==> src/rtl/asrm_bus_fifo_port_pkg.sv <==
// rtl/asrm_bus_fifo_port_pkg.sv - register offsets and STATUS bit indices for the ASRM bus FIFO port
package asrm_bus_fifo_port_pkg;

  // Word offsets inside the 4-word window
  localparam logic [1:0] asrm_fp_tx_data = 2'd0;
  localparam logic [1:0] asrm_fp_rx_data = 2'd1;
  localparam logic [1:0] asrm_fp_rx_pop  = 2'd2;
  localparam logic [1:0] asrm_fp_status  = 2'd3;

  // STATUS register bit positions
  localparam int st_tx_full      = 0;
  localparam int st_tx_empty     = 1;
  localparam int st_rx_full      = 2;
  localparam int st_rx_empty     = 3;
  localparam int st_tx_overflow  = 4;
  localparam int st_rx_underflow = 5;
  localparam int st_ie_lo        = 8;
  localparam int st_ie_hi        = 10;

endpackage

==> src/rtl/asrm_sync_fifo.sv <==
// rtl/asrm_sync_fifo.sv - single-clock FIFO with combinational head, self-guarding push/pop
module asrm_sync_fifo #(
  parameter int wordsize = 16,
  parameter int depth    = 8,
  localparam int aw      = $clog2(depth)
) (
  input  logic                clk,
  input  logic                reset,
  input  logic                push,
  input  logic [wordsize-1:0] push_data,
  input  logic                pop,
  output logic [wordsize-1:0] head,
  output logic                full,
  output logic                empty,
  output logic [aw:0]         count
);

  logic [wordsize-1:0] mem [depth];
  logic [aw-1:0]       wr_ptr;
  logic [aw-1:0]       rd_ptr;
  logic                do_push;
  logic                do_pop;

  // Requests are filtered here so callers may assert them blindly
  assign full    = (count == (aw+1)'(depth));
  assign empty   = (count == '0);
  assign do_push = push & ~full;
  assign do_pop  = pop & ~empty;
  assign head    = mem[rd_ptr];

  // Storage write; contents need no reset because count gates visibility
  always_ff @(posedge clk) begin
    if (do_push) mem[wr_ptr] <= push_data;
  end

  // Pointers wrap naturally at depth (power of two); count tracks occupancy
  always_ff @(posedge clk) begin
    if (!reset) begin
      wr_ptr <= '0;
      rd_ptr <= '0;
      count  <= '0;
    end else begin
      if (do_push) wr_ptr <= wr_ptr + 1'b1;
      if (do_pop)  rd_ptr <= rd_ptr + 1'b1;
      case ({do_push, do_pop})
        2'b10:   count <= count + 1'b1;
        2'b01:   count <= count - 1'b1;
        default: count <= count;
      endcase
    end
  end

endmodule

==> src/rtl/asrm_bus_fifo_port.sv <==
// rtl/asrm_bus_fifo_port.sv - ASRM bus responder exposing TX/RX FIFOs (optional irq: ASRM_FIFO_PORT_IRQ_EN)
module asrm_bus_fifo_port
  import asrm_bus_fifo_port_pkg::*;
#(
  parameter int                  wordsize  = 16,
  parameter int                  depth     = 8,
  parameter logic [wordsize-1:0] base_addr = 16'hFF00
) (
  input  logic                clk,
  input  logic                reset,
  input  logic [wordsize-1:0] bus_addr,
  input  logic [wordsize-1:0] bus_wdata,
  input  logic                bus_write_en,
  output logic [wordsize-1:0] bus_rdata,
  output logic [wordsize-1:0] tx_data,
  output logic                tx_valid,
  input  logic                tx_ready,
  input  logic [wordsize-1:0] rx_data,
  input  logic                rx_valid,
`ifdef ASRM_FIFO_PORT_IRQ_EN
  output logic                irq,
`endif
  output logic                rx_ready
);

  localparam int aw = $clog2(depth);

  logic                hit;
  logic [1:0]          off;
  logic                we_q;
  logic                commit;
  logic                tx_push_req;
  logic                rx_pop_req;
  logic                status_wr;
  logic                tx_full, tx_empty, rx_full, rx_empty;
  logic [aw:0]         tx_count, rx_count;
  logic [wordsize-1:0] rx_head;
  logic                tx_overflow, rx_underflow;
  logic [wordsize-1:0] rd_next;
`ifdef ASRM_FIFO_PORT_IRQ_EN
  logic [2:0]          ie;
`endif

  assign hit = (bus_addr[wordsize-1:2] == base_addr[wordsize-1:2]);
  assign off = bus_addr[1:0];

  // Only the rising edge of the write strobe, inside the window, commits
  assign commit      = bus_write_en & ~we_q & hit;
  assign tx_push_req = commit & (off == asrm_fp_tx_data);
  assign rx_pop_req  = commit & (off == asrm_fp_rx_pop);
  assign status_wr   = commit & (off == asrm_fp_status);

  assign tx_valid = ~tx_empty;
  assign rx_ready = ~rx_full;

  asrm_sync_fifo #(.wordsize(wordsize), .depth(depth)) u_tx_fifo (
    .clk       (clk),
    .reset     (reset),
    .push      (tx_push_req),
    .push_data (bus_wdata),
    .pop       (tx_ready),
    .head      (tx_data),
    .full      (tx_full),
    .empty     (tx_empty),
    .count     (tx_count)
  );

  asrm_sync_fifo #(.wordsize(wordsize), .depth(depth)) u_rx_fifo (
    .clk       (clk),
    .reset     (reset),
    .push      (rx_valid),
    .push_data (rx_data),
    .pop       (rx_pop_req),
    .head      (rx_head),
    .full      (rx_full),
    .empty     (rx_empty),
    .count     (rx_count)
  );

  // Write-edge register; tracks the strobe even for out-of-window writes
  always_ff @(posedge clk) begin
    if (!reset) we_q <= 1'b0;
    else        we_q <= bus_write_en;
  end

  // Sticky error flags (and interrupt enables) cleared/loaded by a STATUS write
  always_ff @(posedge clk) begin
    if (!reset) begin
      tx_overflow  <= 1'b0;
      rx_underflow <= 1'b0;
`ifdef ASRM_FIFO_PORT_IRQ_EN
      ie           <= 3'b000;
`endif
    end else begin
      if (status_wr) begin
        tx_overflow  <= 1'b0;
        rx_underflow <= 1'b0;
`ifdef ASRM_FIFO_PORT_IRQ_EN
        ie           <= bus_wdata[st_ie_hi:st_ie_lo];
`endif
      end
      if (tx_push_req & tx_full)  tx_overflow  <= 1'b1;
      if (rx_pop_req  & rx_empty) rx_underflow <= 1'b1;
    end
  end

  // Read mux from pre-edge state; zero outside the window for OR-combining
  always_comb begin
    rd_next = '0;
    if (hit) begin
      case (off)
        asrm_fp_tx_data: rd_next[aw:0] = tx_count;
        asrm_fp_rx_data: rd_next       = rx_empty ? '0 : rx_head;
        asrm_fp_rx_pop:  rd_next[aw:0] = rx_count;
        default: begin
          rd_next[st_tx_full]      = tx_full;
          rd_next[st_tx_empty]     = tx_empty;
          rd_next[st_rx_full]      = rx_full;
          rd_next[st_rx_empty]     = rx_empty;
          rd_next[st_tx_overflow]  = tx_overflow;
          rd_next[st_rx_underflow] = rx_underflow;
`ifdef ASRM_FIFO_PORT_IRQ_EN
          rd_next[st_ie_hi:st_ie_lo] = ie;
`endif
        end
      endcase
    end
  end

  // Registered read data, one cycle behind bus_addr
  always_ff @(posedge clk) begin
    if (!reset) bus_rdata <= '0;
    else        bus_rdata <= rd_next;
  end

`ifdef ASRM_FIFO_PORT_IRQ_EN
  // Registered interrupt from the enabled status conditions
  always_ff @(posedge clk) begin
    if (!reset) irq <= 1'b0;
    else        irq <= (~rx_empty & ie[0]) | (tx_empty & ie[1]) |
                       ((tx_overflow | rx_underflow) & ie[2]);
  end
`endif

endmodule

==> config.mk <==
export PLATFORM = sky130hd
export DESIGN_NAME = asrm_bus_fifo_port
export DESIGN_NICKNAME = d
export VERILOG_FILES = /design/src/rtl/asrm_bus_fifo_port_pkg.sv /design/src/rtl/asrm_sync_fifo.sv /design/src/rtl/asrm_bus_fifo_port.sv
export SDC_FILE = /design/constraint.sdc
export NUM_CORES = 1
export LEC_CHECK = 0
export CAP_MARGIN = 15
export CORE_MARGIN = 10
export CORE_UTILIZATION = 35
export CTS_BUF_LIST = sky130_fd_sc_hd__clkbuf_2
export CTS_CLUSTER_DIAMETER = 40
export DETAILED_ROUTE_END_ITERATION = 8
export PLACE_DENSITY = 0.56
export RECOVER_POWER = 100
export SLEW_MARGIN = 5
export SYNTH_ARGS = -nofsm -noshare
export SYNTH_HDL_FRONTEND = slang
export SYNTH_SLANG_ARGS = --single-unit
==> constraint.sdc <==
create_clock -name clk -period 8.53 [get_ports clk]
set_input_delay 2.559 -clock clk [delete_from_list [all_inputs] [get_ports clk]]
set_output_delay 2.559 -clock clk [all_outputs]
set_load 0.05 [all_outputs]
Word-level counts from Yosys, hierarchy flattened
Memories as Yosys holds them, arrays and structs flattened. A register that Yosys moved wholly into a read port is not among the register bits.
Index checks and enable logic that the tools add are counted.

operators by class
  muxes and demuxes = 16
  $lt $le $gt $ge = 0
  multipliers = 0
  bitwise operators = 19
  add/subtract/negate cells = 8
  divide/modulo/power cells = 0
  reduce and logical (&&, ||, !) cells = 10
  shift-type cells = 0
  equality and inequality tests = 10

operator list
  operator              count
  $pmux 4 s2            2
  $eq 14x14->1 const B  1
  $add 3x1->3 const B   4
  $mux 3                4
  $pmux 4 s3            1
  $and 1x1->1           11
  $add 4x1->4 const B   2
  $eq 2x2->1 const B    4
  $eq 4x4->1 const B    2
  $logic_not 4->1       2
  $not 1->1             8
  $reduce_bool 2->1     4
  $sub 4x1->4 const B   2
  $mux 1                7
  $eq 2x1->1 const B    3
  $mux 6                1
  $pmux 2 s2            1
  $reduce_or 4->1       1
  $logic_not 2->1       1
  $reduce_and 2->1      1
  $reduce_or 2->1       1

storage, ports and cells
  bits in latches = 0
  bits in writable memories = 256
  register bits after elaboration = 39
  memories = 2
  output and inout bits = 34
  input port bits = 53
  logic and storage cells = 76
  bits in read-only memories = 0

memories
  name           words  bits a word  read ports  clocked after memory_dff  write ports  line                  RTL
  u_rx_fifo.mem  8      16           1           1                         1            asrm_sync_fifo.sv:18  logic [wordsize-1:0] mem [depth];
  u_tx_fifo.mem  8      16           1           1                         1            asrm_sync_fifo.sv:18

Longest topological paths before layout
  depth after elaboration = 7
  gate-level depth with buffers = 12
  mapped depth without buffers = 10

Hierarchy
From an unflattened synthesis, not the netlist that was laid out.

unflattened totals
  cells, all modules = 598
  area total of the unflattened synthesis = 11,951.5 um2

modules (own cells, without submodules)
  module              area an instance (um2)  sequential area each (um2)  cells each  instances
  asrm_sync_fifo      5,601.6                 4,103.9                     262         2
  asrm_bus_fifo_port  748.2                   380.4                       74          1

Worst setup path after synthesis
No wires, ideal clock.

  path type = input to register
  from = input port bus_addr[3]
  to = memory u_tx_fifo.mem[0][0] (enable)
  data arrival time = 5.112 ns
  data required time = 8.100 ns
  library setup time = 0.430 ns
  setup slack = 2.988 ns
  path buffers = 1
  cell stages on the path = 5
  cell sequence = nor4_1 -> and4_1 -> clkbuf_1 -> nand3_2 -> nor4_1

between the ends
  word-level cells in the longest chain between the ends = 6

RTL lines
  what                          line                      RTL
  from (decl)                   asrm_bus_fifo_port.sv:11  input logic [wordsize-1:0] bus_addr,
  $eq 14x14->1                  asrm_bus_fifo_port.sv:44  assign hit = (bus_addr[wordsize-1:2] == base_addr[wordsize-1:2]);
  $and 1x1->1                   asrm_bus_fifo_port.sv:48  assign commit = bus_write_en & ~we_q & hit;
  $and 1x1->1                   asrm_bus_fifo_port.sv:49  assign tx_push_req = commit & (off == asrm_fp_tx_data);
  $and 1x1->1                   asrm_sync_fifo.sv:27      assign do_push = push & ~full;
  $mux 1                        asrm_sync_fifo.sv:33      if (do_push) mem[wr_ptr] <= push_data;
  $mux 1 (implied by the code)  asrm_sync_fifo.sv:33
  to (decl)                     asrm_sync_fifo.sv:18

Every way passes these cells.

==> metrics.yaml <==
status: "finished, violations left"
violations: "max-capacitance violations, max-slew violations"
overflow: 0
cp-end-kind: "primary output"
die-height_um: 203
postCtsSetupRepairBufs: 0
clk_pin_slew_ns: 0.08
use_met1_pct: 14.3
max_freq_mhz: 159
worst-path-buf-inv: 2
slowest_stage: "clkbuf_2"
grt_pass1_wl_um: 39000
ys_async_sr_fraction_pct: 0
final_common_cell: "edfxtp_1"
synthCells: 643
internal_power_mw: 2.12
synth_top_area_share_pct: 65.3
power.total_mw: 2.74
post_cts_resized: 0
synthToLayoutAreaGrowth_pct: 17.9
fillers: 3141
ys_top_cells_by_area: "edfxtp_1, mux4_2, dfxtp_1"
peakVddDrop_v: 0.000119
antenna_found_initial: 6
rows: 67
setup_viol: 0
start_kind: "register"
first_pass_iters: 4
setup_tns_ns: 0
crit_cells: 4
dieArea_um2: 41300
numCtsBuffers: 78
fin_ws_ns: 2.23
cts_hold_buf: 0
pwr-share-clk_pct: 38.0
final_cell_mix: "edfxtp_1, clkbuf_2, dlygate4sd3_1, mux4_2, dfxtp_1"
grt_max_degree: 35
dieWidth_um: 203
synthesis.nets: 706
period_share_pct: 73.8
core_um2: 33400
drtIter0Drc: 313
use_met2_pct: 20.6
synth_edf_count: 256
comb_power_share_pct: 3.0
critical_path_required_ns: 5.97
reg2regPathDepth: 3
drc: 0
netSwitchingPower_mw: 0.628
cp_max_fo: 32
syn_avg_cell_area_um2: 18.3
dp_hpwl_um: 15000
whs_ns: 0.496
yosysWarnings: 0
slew_headroom_pct: -109
root_buffer: "clkbuf_2"
synth_cell_types: 52
slowest_delay_ns: 0.94
ant_nets: 0
avgViaCountPerCell: 4.95
total_leakage_power_nw: 4.54
grt_usage_pct: 12.1
timing_hold_violations_final: 0
worstSkewPairLatency_ns: 0.83
place_congestion: 0.795
power.density_nw_per_um2: 198
start_util_pct: 35.3
routed_wl_um: 24900
swShare_pct: 22.9
vias: 6426
path_class: "register to primary output"
synth_seq_cells: 301
clock-sinks: 301
htree_levels: 3
num_io_pins: 87
grt_pass1_vias: 6990
synth_ff_type: "edfxtp_1"
crit_chain: "clkbuf_2 -> mux4_2 -> mux2_2 -> dlygate4sd3_1"
clockBufferDepth: 3
nets: 852
tightestPinTransition_ns: 3.11
drive_gt1_share_pct: 25.1
holdCritPathClass: "register to register"
clock-skew-final_ns: 0.0775
crit_arrival_ns: 3.74
wl_per_cell_um: 19.2
cts_tree: "built"
critPathTopFamily: "buffers and inverters"
syn-cell-area_um2: 11800
port_buffers: 86
whs_path_depth: 2
yosys.area.top_type: "edfxtp_1"
dp_slack_ns: 2.99
grt.busiest_layer: "met2"
period_needed_ns: 6.30
grt_util_met3_pct: 3.54
drv_slew: 102
max_cap_violations: 6
ys_seq_area_share_pct: 73.0
rsz0062_at_grt: "false"
post-route-util_pct: 41.6
final-seq-area_um2: 8590
multi_input_area_um2: 2980
power_frac_seq_pct: 59.0
[power by group through the flow]
stage / combinational, mW / sequential, mW / clock (mW)
4_1_cts: 0.0905 / 1.62 / 1.09
2_1_floorplan: 0.0394 / 1.65 / 0
3_3_place_gp: 0.0857 / 1.65 / 0
5_1_grt: 0.0930 / 1.62 / 1.18
6_report: 0.0836 / 1.62 / 1.04
3_5_place_dp: 0.0901 / 1.65 / 0
[worst register-to-register path, stage by stage (launching register included)]
cell	delay, ns
dfxtp_1	0.60
or4b_1	0.30
nand2_1	0.25
nor3_1	2.42
[flip-flops by register name, summed over array words and instances (netlist names), named ones only]
register,count
u_rx_fifo.rd_ptr,3
we_q,1
u_tx_fifo.rd_ptr,3
u_tx_fifo.count,4
u_rx_fifo.wr_ptr,3
u_tx_fifo.wr_ptr,3
u_rx_fifo.count,4
u_tx_fifo.mem,128
u_rx_fifo.mem,128
rx_underflow,1
bus_rdata,16
tx_overflow,1
[cell families (layout without fill, tap and decap cells)]
logic type                 Yosys count  after routing  share of synthesized area, %
other                                0              1                             0
DFF                                301            301                          73.0
adders and majority gates           10             10                          1.06
buffers and inverters               40            245                          1.56
and+or+nand+nor                    123            123                          5.46
AOI/OAI and AO/OA                   49             49                          2.68
muxes                              109            109                          15.4
xor gates and xnor gates            11             11                         0.819
[metrics by stage]
stage                     area [µm²]  instances
after floorplan                11800        643
after global placement         13200       1156
after detailed placement       13200       1156
after CTS                      14000       1295
after global routing           13900       1297
final                          13900       1297
[path summary, 6_finish.rpt]
| kind | startpoint | to | slack (ns) |
|---|---|---|---|
| max reg2reg | u_rx_fifo.count[1] | u_rx_fifo.mem[2][0] | 4.46 |
| min reg2reg | u_tx_fifo.rd_ptr[1] | register | 0.50 |
| max | register | tx_data[14] | 2.23 |
| min | u_tx_fifo.rd_ptr[1] | register | 0.50 |
[area by class of cell]
cell class	count	area share, %
sequential	301	62.0
multi-input combinational	302	21.5
timing repair buffer	99	6.62
clock buffer	120	4.33
tap	448	4.04
clock inverter	19	1.30
inverter	7	0.189
antenna	1	0.0180
[Yosys cell counts, drive strengths merged, types with 2 or more instances]
| library cell | instances |
|---|---|
| nand2 | 21 |
| o22ai | 4 |
| a2111oi | 2 |
| dfxtp | 45 |
| and3b | 2 |
| o21ai | 12 |
| xor2 | 10 |
| nor2 | 34 |
| nor4 | 4 |
| a32o | 2 |
| mux2i | 36 |
| mux2 | 17 |
| nor2b | 2 |
| and4 | 3 |
| ha | 10 |
| nand4 | 4 |
| buf | 20 |
| or4b | 2 |
| or3 | 3 |
| inv | 6 |
| a21oi | 15 |
| mux4 | 56 |
| nor3 | 18 |
| o221ai | 4 |
| nand3 | 9 |
| clkbuf | 13 |
| a211oi | 2 |
| or4 | 3 |
| edfxtp | 256 |
| nand2b | 12 |
[routing by layer]
layer	wire length [µm]	part of all wire, %
met5	24	0.096
met4	499	2.0
met3	1430	5.7
met2	12500	50
met1	10500	42
Power figures use the tool's default switching activity.
==> edit 1: new RTL, same settings <==
The option `ASRM_FIFO_PORT_IRQ_EN` is turned on by a define.
--- a/src/rtl/asrm_bus_fifo_port.sv
+++ b/src/rtl/asrm_bus_fifo_port.sv
@@ -1,4 +1,6 @@
 // rtl/asrm_bus_fifo_port.sv - ASRM bus responder exposing TX/RX FIFOs (optional irq: ASRM_FIFO_PORT_IRQ_EN)
+`define ASRM_FIFO_PORT_IRQ_EN
+
 module asrm_bus_fifo_port
   import asrm_bus_fifo_port_pkg::*;
 #(
Formal check against the unedited RTL (old outputs only; new: irq): not equivalent (Yosys sat finds a counterexample within 4 cycles, from zero or initial values and one cycle with reset low).
==> edit 1 against the original RTL <==
  * The flow still finishes with violations (capacitance limit, slew limit)
  * Sequential cell count increased by 4
  * Routed wire length is 3.7% higher
  * Clock power about the same
  * Sequential share of layout area decreased by 0.21 points
  * Cell area grew 1.2%
  * Worst setup slack lost 0.060 ns
  * Area after synthesis up 1.2%
  * Power grew 0.58%
  * Largest cell class unchanged
  * Largest power group unchanged
  * Highest routed layer unchanged
==> edit 1: results (changes against the original RTL) <==
Flow run
The number of violations of the max-capacitance limit was 5 (-1).

STA
The clock tree skew after final layout was 0.09225 ns (+0.01473 ns). The final count of pins violating max slew came to 68 (-33%). The worst slew slack as a fraction of its limit is -1.126 (-0.03791).

Power and ir drop
The maximum resistive drop on vdd is 0.0001062 V (-10%). The leakage power is 4.610 nW (+1.6%). The overall power consumption is 0.002760 W (+0.58%). The internal power was 0.002116 W (about the same).

Critical path
The worst-path maximum fanout is 16 (-50%). The startpoint of the lowest-slack register-to-register path is we_q$_SDFF_PN0_. The data arrival time of the critical path is 6.75 ns (+3.01 ns). On the critical path, the stage with the largest delay is an instance of sky130_fd_sc_hd__nor4_1. The endpoint of the worst-slack reg-to-reg timing path is u_tx_fifo.mem[0][1]$_DFFE_PP_. The cell depth of the worst flop-to-flop path is 5 (+2).

Synthesis
After synthesis, the most frequently instantiated cells are sky130_fd_sc_hd__edfxtp_1 (256), sky130_fd_sc_hd__mux4_2 (61), sky130_fd_sc_hd__dfxtp_1 (49). By area the synthesized netlist is led by sky130_fd_sc_hd__edfxtp_1 (65%), sky130_fd_sc_hd__mux4_2 (12%), sky130_fd_sc_hd__dfxtp_1 (8.2%), sky130_fd_sc_hd__mux2i_1 (2.1%), sky130_fd_sc_hd__mux2_2 (2.0%). The number of library cell types mapped by synthesis is 50 (-3.8%). The gate count after technology mapping is 632 (-1.7%). The sequential fraction of the synthesis area is 0.7284 (-0.001638).

The synthesized netlist net count is 695 (-1.6%).

Placement
The weighted congestion reported at the end of routability-driven placement came to 0.7603 (-4.4%). The pre-CTS worst setup slack came to 2.537 ns (-0.4510 ns).

Cells and area
The non-filler instance count after layout is 1,300 (+0.23%). The count of filler cells inserted in the layout is 3,086 (-1.8%). The ratio of cells with drive above 1 in the final layout came to 0.2768 (+0.02562).

Global routing
The number of antenna violations at the first check in global routing is 3 (-3). The wire length of the first global-routing pass is 39,650 um (+1.6%). The largest net degree at the start of global routing is 36 (+2.9%).

Clock network
The clock latency on the worst-skew pair is 0.90 ns (+0.07 ns). The clock buffer count from CTS is 81 (+3.8%).

Status
The flow ran to the end, but the final reports show violations. The final reports fail on capacitance limit, slew limit.

Drt
The routed wire length came to 25,850 um (+3.7%). The via count is 6,395 (-0.48%). The iteration-0 DRC count of the detailed router came to 301 (-3.8%).

Min path
In this run the most critical hold path is launched from u_tx_fifo.rd_ptr[1]$_SDFFE_PN0P_.
## edit 1: cell count changes after synthesis, moves of 4 or more
cell / delta
sky130_fd_sc_hd__mux2i_1: -11
sky130_fd_sc_hd__nand2b_1: -4
sky130_fd_sc_hd__mux2_2: +4
sky130_fd_sc_hd__nor2_1: -11
sky130_fd_sc_hd__mux4_2: +5
sky130_fd_sc_hd__o221ai_1: -4
sky130_fd_sc_hd__clkbuf_1: +4
sky130_fd_sc_hd__a22oi_1: +8
sky130_fd_sc_hd__nor3_1: -11
sky130_fd_sc_hd__dfxtp_1: +4
sky130_fd_sc_hd__buf_2: -9
sky130_fd_sc_hd__nor3b_1: +4
sky130_fd_sc_hd__nor2_2: +7
## edit 1: worst max path at each step
stage	from	to	slack, ns	cells past startpoint
CTS	flip-flop	tx_data[2]	2.46	4
global route	flip-flop	tx_data[8]	1.84	4
detailed placement	bus_addr[3]	u_tx_fifo.count[2]$_SDFFE_PN0P_	2.54	11
finish	bus_addr[3]	u_tx_fifo.mem[0][1]$_DFFE_PP_	2.17	6
global placement	bus_addr[3]	u_tx_fifo.count[2]$_SDFFE_PN0P_	2.64	11
floorplan	bus_addr[3]	u_tx_fifo.mem[0][0]$_DFFE_PP_	2.70	4
## edit 1: kinds of logic after synthesis
logic type	after synthesis	synth area share
AO/OA/AOI/OAI	51	0.02786
flip-flops	305	0.7284
buffers and inverters	37	0.01535
multiplexers	107	0.1563
AND/OR/NAND/NOR	112	0.05415
XOR/XNOR	10	0.007360
adder cells (fa/ha/maj)	10	0.01051
## edit 1: through the flow
step / util / instance area [um^2] / hold WS (ns)
after CTS: 0.4233 / 14190 / 0.5027
after global placement: 0.3989 / 13380 / 0.4665
after global routing: 0.4185 / 14030 / 0.5334
after detailed placement: 0.3999 / 13410 / 0.4837
after floorplan: - / 11900 / 0.4480
final: 0.4186 / 14040 / 0.5012
## edit 1: critical path, delay by kind of cell
family | cells | cell delay (ns)
buf+inv | 2 | 1.46
simple gates | 4 | 2.72
## edit 1: final cells by class
type	count	area [um^2]	area share
well taps	448	560.5	0.03993
clock buffers	122	610.6	0.04350
diodes	3	7.507	0.0005348
flip-flops and latches	305	8670	0.6176
repair buffers	105	970.9	0.06917
multi-input cells	290	3029	0.2158
inverters	4	15.01	0.001070
clock inverters	23	173.9	0.01239
## edit 1: metal layers
| layer | GRT usage | share of wire | up-vias |
|---|---|---|---|
| met2 | 0.2137 | 0.52 | 144 |
| met1 | 0.1430 | 0.41 | 3285 |
| met4 | 0.05237 | 0.027 | 2 |
| met3 | 0.03218 | 0.043 | 52 |
| met5 | 0 | 0.00046 | - |
| li1 | - | - | 2912 |
==> edit 2: new RTL, config.mk and constraints unchanged <==
Without the edit above. One comparison of `count` changes from == to >=.
--- a/src/rtl/asrm_sync_fifo.sv
+++ b/src/rtl/asrm_sync_fifo.sv
@@ -22,7 +22,7 @@
   logic                do_pop;
 
   // Requests are filtered here so callers may assert them blindly
-  assign full    = (count == (aw+1)'(depth));
+  assign full    = (count >= (aw+1)'(depth));
   assign empty   = (count == '0);
   assign do_push = push & ~full;
   assign do_pop  = pop & ~empty;
Check against the original RTL: same outputs for any inputs over 4 cycles, from zero or initial values and one cycle with reset low; that may be too few to reach the edited logic, so the function may still have changed.
==> edit 2 against the original RTL <==
  * The run still ends with capacitance limit, slew limit left
  * Global-route usage is 0.058 points higher
  * Cell area decreased by 1.4%
  * Area after synthesis shrank 0.90%
  * Non-clock buffer count up 4
  * Worst hold slack got worse by 0.020 ns
  * Sequential cell count is the same
  * Count of clock-buffer cells in the layout grew 6
  * Routed wire length is 0.63% lower
  * Power fell by 4.1%
  * Worst setup slack lost 0.10 ns
  * First-iteration DRC count decreased by 12%
  * Critical path type unchanged
  * Largest cell class unchanged
==> edit 2: results (changes against the original RTL) <==
Status
The run finished, with violations left. The checks that failed: capacitance limit, slew limit.

Cells and area
The portion of the layout cell area used by clock cells is 0.04949 (-0.006815). The final standard cell area without fillers came to 13,680 um^2 (-1.4%). The flip-flop and latch share of the layout cell area is 0.6281 (+0.008377). The ratio of cells with drive above 1 in the final layout is 0.2672 (+0.01605). The final-layout non-clock buffer area share came to 0.06879 (+0.002561). The number of nets at the end of the flow was 833 (-2.2%).

Placement
The detailed placement HPWL is 14,720 um (-2.1%). The cell total after placement is 1,130 (-2.2%).

STA
The final count of pins violating max slew is 68 (-33%). The final-layout worst hold slack is 0.4765 ns (-0.01961 ns). The clock tree skew after final layout is 0.06047 ns (-0.01704 ns). The worst-margin pin slew is 3.136 ns (+0.02720 ns).

Drt
The via count is 6,160 (-4.1%). The iteration-0 DRC count of the detailed router is 276 (-12%). The average vias per placed instance is 4.850 (-2.1%). The routed length on met2 came to 12,830 um (+2.8%).

The amount of wire on met3 after detailed routing is 987 um (-31%). The uppermost metal layer occupied by signal nets is met4.

Power and ir drop
The register share of total power is 0.615 (+0.025). The maximum resistive drop on vdd was 0.0001039 V (-12%). The leakage power is 4.530 nW (-0.15%).

Synthesis
The portion of netlist area occupied by mux cells was 0.1591 (+0.004948). The gate count after technology mapping is 617 (-4.0%). The sequential fraction of the synthesis area is 0.7367 (+0.006660). The cell area after technology mapping was 11,660 um^2 (-0.90%). By area the synthesized netlist is led by sky130_fd_sc_hd__edfxtp_1 (66%), sky130_fd_sc_hd__mux4_2 (12%), sky130_fd_sc_hd__dfxtp_1 (7.7%), sky130_fd_sc_hd__mux2i_1 (2.6%), sky130_fd_sc_hd__mux2_2 (1.5%).

Clock network
The clock-pin slew on the worst setup and hold paths is 0.10 ns (+0.02 ns). The clock buffer count from CTS is 77 (-1.3%).

Global routing
The number of global-route vias before repair is 6,784 (-2.9%). The fraction of met2 tracks used by global routing is 0.2105 (+0.004497). The number of antenna violations at the first check in global routing was 1 (-5). The all-layer global routing usage came to 0.1218 (+0.0005788). The largest net degree at the start of global routing is 34 (-2.9%).

Critical path
The startpoint of the lowest-slack register-to-register path is u_rx_fifo.count[3]$_SDFFE_PN0P_. The register-to-register setup slack is 4.70 ns (+0.24 ns). The endpoint identified for the worst register-to-register timing path is u_rx_fifo.mem[4][15]$_DFFE_PP_.

Flow run
The number of violations of the max-capacitance limit is 4 (-2).
-- edit 2: worst max-delay path, cell delays in order (launching register included) --
cell                            delay, ns
sky130_fd_sc_hd__dfxtp_2             0.32
sky130_fd_sc_hd__clkbuf_2            0.96
sky130_fd_sc_hd__mux4_2              0.68
sky130_fd_sc_hd__mux2_2              0.28
sky130_fd_sc_hd__dlygate4sd3_1       0.76
-- edit 2: worst max-delay path by stage --
stage                      startpoint  slack [ns]                               to  cells after the start
after floorplan           bus_addr[3]        2.81    u_tx_fifo.mem[0][0]$_DFFE_PP_                      4
final                       flip-flop        2.13                       tx_data[5]                      4
after global placement    bus_addr[3]        2.82  u_tx_fifo.count[2]$_SDFFE_PN0P_                     11
after CTS                   flip-flop        2.49                       tx_data[5]                      4
after detailed placement  bus_addr[3]        2.77  u_tx_fifo.count[2]$_SDFFE_PN0P_                     11
after global routing        flip-flop        1.77                       tx_data[5]                      4
